File: config.mk
export PLATFORM = sky130hd
export DESIGN_NAME = imem_loader
export DESIGN_NICKNAME = d
export VERILOG_FILES = /design/src/rtl/imem_loader.sv
export SDC_FILE = /design/constraint.sdc
export NUM_CORES = 1
export LEC_CHECK = 0
export ABC_CLOCK_PERIOD_IN_PS = 2000
export CAP_MARGIN = 25
export CORE_MARGIN = 1.5
export CORE_UTILIZATION = 53
export CTS_CLUSTER_DIAMETER = 120
export DETAILED_ROUTE_END_ITERATION = 6
export GPL_ROUTABILITY_DRIVEN = 0
export PLACE_DENSITY = 0.9
export SYNTH_ARGS = -nofsm -noshare
export SYNTH_HDL_FRONTEND = slang
export SYNTH_SLANG_ARGS = --single-unit
File: constraint.sdc
create_clock -name clk -period 2 [get_ports clk]
set_input_delay 0.5 -clock clk [delete_from_list [all_inputs] [get_ports clk]]
set_output_delay 0.5 -clock clk [all_outputs]
set_load 0.02 [all_outputs]
File: src/rtl/imem_loader.sv
// imem_loader: packs a big-endian byte stream into 32-bit words and writes
// them to consecutive instruction RAM slots, starting at a programmable base.
module imem_loader #(
    parameter int ADDR_W = 8,
    parameter int DATA_W = 32
) (
    input  logic              clk,
    input  logic              rst_n,
    input  logic              start,
    input  logic              abort,
    input  logic [ADDR_W-1:0] base_addr,
    input  logic [ADDR_W:0]   word_count,
    input  logic              in_valid,
    input  logic [7:0]        in_data,
    output logic              in_ready,
    output logic              we,
    output logic [ADDR_W-1:0] waddr,
    output logic [DATA_W-1:0] wdata,
    output logic              busy,
    output logic              done,
    output logic              error,
    output logic [DATA_W-1:0] checksum
);

    typedef enum logic [1:0] {
        S_IDLE  = 2'd0,
        S_LOAD  = 2'd1,
        S_WRITE = 2'd2,
        S_DONE  = 2'd3
    } state_t;

    localparam logic [ADDR_W:0] IDX_ONE = 1;

    state_t              state_q, state_d;
    logic [ADDR_W-1:0]   base_q, base_d;
    logic [ADDR_W:0]     cnt_q, cnt_d;
    logic [ADDR_W:0]     widx_q, widx_d;
    logic [1:0]          bcnt_q, bcnt_d;
    logic [23:0]         asm_q, asm_d;      // first three bytes of the word
    logic [ADDR_W-1:0]   waddr_q, waddr_d;
    logic [DATA_W-1:0]   wdata_q, wdata_d;
    logic [DATA_W-1:0]   chk_q, chk_d;
    logic                error_q, error_d;

    // State and datapath registers; reset drops straight back to IDLE.
    always_ff @(posedge clk or negedge rst_n) begin
        if (!rst_n) begin
            state_q <= S_IDLE;
            base_q  <= '0;
            cnt_q   <= '0;
            widx_q  <= '0;
            bcnt_q  <= '0;
            asm_q   <= '0;
            waddr_q <= '0;
            wdata_q <= '0;
            chk_q   <= '0;
            error_q <= 1'b0;
        end else begin
            state_q <= state_d;
            base_q  <= base_d;
            cnt_q   <= cnt_d;
            widx_q  <= widx_d;
            bcnt_q  <= bcnt_d;
            asm_q   <= asm_d;
            waddr_q <= waddr_d;
            wdata_q <= wdata_d;
            chk_q   <= chk_d;
            error_q <= error_d;
        end
    end

    // Next-state logic. The full word and its address are registered on the
    // 4th byte so WRITE drives RAM purely from flops, and they hold afterwards.
    always_comb begin
        state_d = state_q;
        base_d  = base_q;
        cnt_d   = cnt_q;
        widx_d  = widx_q;
        bcnt_d  = bcnt_q;
        asm_d   = asm_q;
        waddr_d = waddr_q;
        wdata_d = wdata_q;
        chk_d   = chk_q;
        error_d = 1'b0;

        case (state_q)
            S_IDLE: begin
                // abort outranks start in the same cycle
                if (start && !abort) begin
                    if (word_count == '0) begin
                        error_d = 1'b1;
                    end else begin
                        base_d  = base_addr;
                        cnt_d   = word_count;
                        widx_d  = '0;
                        bcnt_d  = '0;
                        asm_d   = '0;
                        chk_d   = '0;
                        state_d = S_LOAD;
                    end
                end
            end
            S_LOAD: begin
                if (abort) begin
                    // partial word is thrown away
                    bcnt_d  = '0;
                    asm_d   = '0;
                    state_d = S_IDLE;
                end else if (in_valid) begin
                    asm_d  = {asm_q[15:0], in_data};
                    bcnt_d = bcnt_q + 2'd1;
                    if (bcnt_q == 2'd3) begin
                        wdata_d = {asm_q, in_data};
                        waddr_d = base_q + widx_q[ADDR_W-1:0];
                        state_d = S_WRITE;
                    end
                end
            end
            S_WRITE: begin
                // the write happens this cycle regardless of abort, so it
                // always counts toward the checksum
                chk_d  = chk_q ^ wdata_q;
                widx_d = widx_q + IDX_ONE;
                bcnt_d = '0;
                if (abort) begin
                    asm_d   = '0;
                    state_d = S_IDLE;
                end else if (widx_q + IDX_ONE == cnt_q) begin
                    state_d = S_DONE;
                end else begin
                    state_d = S_LOAD;
                end
            end
            S_DONE: begin
                state_d = S_IDLE;
            end
            default: begin
                state_d = S_IDLE;
            end
        endcase
    end

    // Outputs come from flops or a decode of the state register only.
    assign in_ready = (state_q == S_LOAD);
    assign we       = (state_q == S_WRITE);
    assign busy     = (state_q != S_IDLE);
    assign done     = (state_q == S_DONE);
    assign error    = error_q;
    assign waddr    = waddr_q;
    assign wdata    = wdata_q;
    assign checksum = chk_q;

endmodule

==> flow_summary_export.csv <==
group,metric,value,unit
setup_path,timing.critical_path.max_delay_family,"buffers and inverters",
sta,tightest_slew,525.9,ps
die,fp.dieArea,12020,um^2
grt,grt_first_pass_wirelength,26340,um
route,drt_iter0_drc,483,
clock_network,cts.htree.levels,4,
final_layout,signed_area_change_from_the_synthesized_netlist_to_the_final_layout,33.94,%
setup_path,worst-setup-path-type,"reg2out",
die,start_util,0.5488,
placed_design,port_buffers,106,
pwr,switching_power_total,1.807,mW
synth,synth_area_leaders,"dfrtp_1 53%, o21ai_0 8.2%, nand2_1 7.5%",
die,design.portCount,107,
clock_network,cts_buffer_depth,2,
setup_path,path_buf_inv,1,
synth,synth_area_leader_cell,"dfrtp_1",
final_layout,finish.net_count,812,
setup_path,cp-end-kind,"output pin",
sta,min_period,1972,ps
pwr,power_per_cell_area,893.9,nW/um^2
placed_design,placed_cell_area,7398,um^2
clock_network,cts_inserted_buffers,17,
synth,post-synth-top-count-cell,"dfrtp_1",
synth,synth_seq_area_share,0.5273,
sta,final-max-slew-violation-count,0,
sta,period_share,0.9859,
final_layout,finish.utilization,0.7350,
die,die_height,109.6,um
die,placement_rows,38,
pwr,leakage,3.685,nW
setup_path,worstPathArrival,1470,ps
final_layout,post_route_cells_drive_above_1_share,0.1197,
synth,async_reset_ff_frac,1.000,
final_layout,seqCellArea,3181,um^2
pwr,clockPowerShare,0.479,
route,antenna_left,0,
hold_path,classification_of_the_worst_slack_hold_path,"in2async",
final_layout,antenna-diode-count,0,
sta,finClkSkew,5.420,ps
grt,grt_overflow_total,0,
synth,synth_common_cells,"127 x dfrtp_1, 121 x nand2_1, 99 x o21ai_0",
route,via_count,5365,
synth,synth.avg_cell_area,9.244,um^2
route,avgViaCountPerCell,5.800,
pwr,total_power_after_layout,7.216,mW
pwr,comb_power_frac,0.126,
placed_design,total_half_perimeter_wirelength_after_legalization_and_detailed_placement,10910,um
die,dieWidth,109.6,um
outcome,run_status,"complete, no violations",
setup_path,max_fanout_on_critical_path,4,
setup_path,cpMaxStageDelayCell,"clkdlybuf4s50_1",
pwr,p_sw_frac,0.2504,
final_layout,multi_input_comb_area,2505,um^2
final_layout,filler_cell_count,744,
synth,nets_in_the_synthesized_netlist,692,
grt,number_of_global_route_vias_before_repair,5538,
synth,ys_ff_latch,127,
clock_network,cts_tree,"yes",
clock_network,clk_transition_reported_paths,50,ps
clock_network,clock_insertion_delay_worst_skew,430,ps
sta,setup_violations,0,
sta,fmax,507.2,MHz
synth,syn_inst,652,
synth,synth_cell_type_count,58,
job,cap_violations,0,
synth,netlist.area_leader.share,0.5273,
setup_path,cp.required,1500,ps
clock_network,clock_sink_total,127,
pwr,power.share.sequential,0.395,
setup_path,launching_element_type_of_the_critical_path,"flip-flop",
final_layout,stdcell_area,8073,um^2
synth,synth.cell_area,6027,um^2
synth,yosysWarningCount,0,
grt,grt_usage,0.2902,
synth,number_of_enable_type_register_cells_in_the_synthesized_netlist,0,
setup_path,timing.critical_path.slowest_cell_delay,640,ps
sta,max-slew-margin-rel,0.6494,
sta,rsz0062_at_grt,"false",
route,drt-wirelength-per-cell,17.60,um
grt,antenna_found_initial,0,
route,total_length_of_routed_wires,16280,um
clock_network,root_buffer_cell,"clkbuf_16",
sta,report.final.hold_viol_count,0,
pwr,p_int,5.409,mW
grt,grt_start_max_net_pins,49,
pwr,max-vdd-ir-drop,0.7755,mV
die,core-area,10980,um^2
route,detail_route.first_pass.iterations,6,
setup_path,cp_cell_sequence,"clkdlybuf4s50_1",
synth,synthFlopType,"dfrtp_1",
route,remaining_drc_errors,0,
## sequential cells by signal, indices dropped and copies added (netlist names)
name,count
checksum,32
wdata,32
asm_q,24
cnt_q,9
widx_q,9
base_q,8
waddr,8
bcnt_q,2
state_q,2
error,1
## layout make-up
type	count	share of cell area
inverter	40	0.01860
tap	140	0.02170
sequential	127	0.3940
clock inverter	13	0.02588
multi-input combinational	446	0.3103
clock buffer	19	0.05611
timing repair buffer	140	0.1734
## final timing paths
check,from,to,slack (ps),depth (start not counted)
worst min-delay path,rst_n,waddr[2],30,1
worst min register to register,asm_q[20],wdata[28],470,2
min in group clk,asm_q[20],wdata[28],470,2
worst max-delay path,checksum[23],checksum[23],30,1
worst max register to register,widx_q[1],state_q[1],130,7
max in group asynchronous,rst_n,checksum[0],1320,2
## layout by cell type, fill, tap and decap left out, types with 3 or more instances in the layout
master / n
nor2b_1: 4
xnor2_1: 7
clkdlybuf4s50_1: 96
dlymetal6s2s_1: 4
dfrtp_1: 125
buf_12: 7
nand3_1: 32
nor3_1: 35
a31oi_1: 3
nand2_1: 121
clkinvlp_4: 3
o21ai_0: 98
or3_1: 3
ha_1: 9
buf_4: 28
a21oi_1: 41
clkbuf_16: 17
inv_1: 40
nor2_1: 13
a21o_1: 3
nand4_1: 4
nand2b_1: 4
bufinv_16: 5
mux2i_1: 4
xor2_1: 7
mux2_2: 9
mux2_1: 8
## power by group through the flow
| stage | Clock (mW) | Sequential, mW | Combinational [mW] |
|---|---|---|---|
| final | 3.46 | 2.85 | 0.907 |
| after global placement | 0 | 2.88 | 0.847 |
| after global routing | 3.59 | 2.87 | 0.999 |
| after detailed placement | 0 | 2.89 | 0.901 |
| after floorplan | 0 | 2.92 | 0.433 |
| after CTS | 3.48 | 2.85 | 0.909 |
## through the flow
step	TNS [ps]	worst slack [ps]	instances	hold WS [ps]
finish	0	28.20	925	25.79
global placement	-15150	-191.6	892	457.8
detailed placement	-20870	-297.9	892	453.3
CTS	0	16.59	924	27.65
floorplan	0	84.57	652	204.4
global route	0	1.057	925	38.48
## cells by family after synthesis
logic type | share of synthesized area
AND/OR/NAND/NOR | 0.1843
multiplexers | 0.03841
flip-flops | 0.5273
XOR/XNOR | 0.02035
AO/OA/AOI/OAI | 0.1451
adder cells (fa/ha/maj) | 0.02201
buffers and inverters | 0.06249
## timing repair
item                       4_1_cts  5_1_grt
hold buffers                     0        0
setup endpoints to repair        5       25
resized for setup               11        9
setup buffers                    0        1
hold endpoints to repair         0        0
pin swaps                        0        1
## per-layer routing
metal	GRT usage	vias to the layer above	wire length, um	part of all wire
met5	0	-	0	0
met4	0.1243	0	357	0.022
li1	-	2462	-	-
met3	0.08239	38	1039	0.064
met1	0.3353	2633	6425	0.39
met2	0.5027	232	8457	0.52
(Power assumes the default switching activity.)
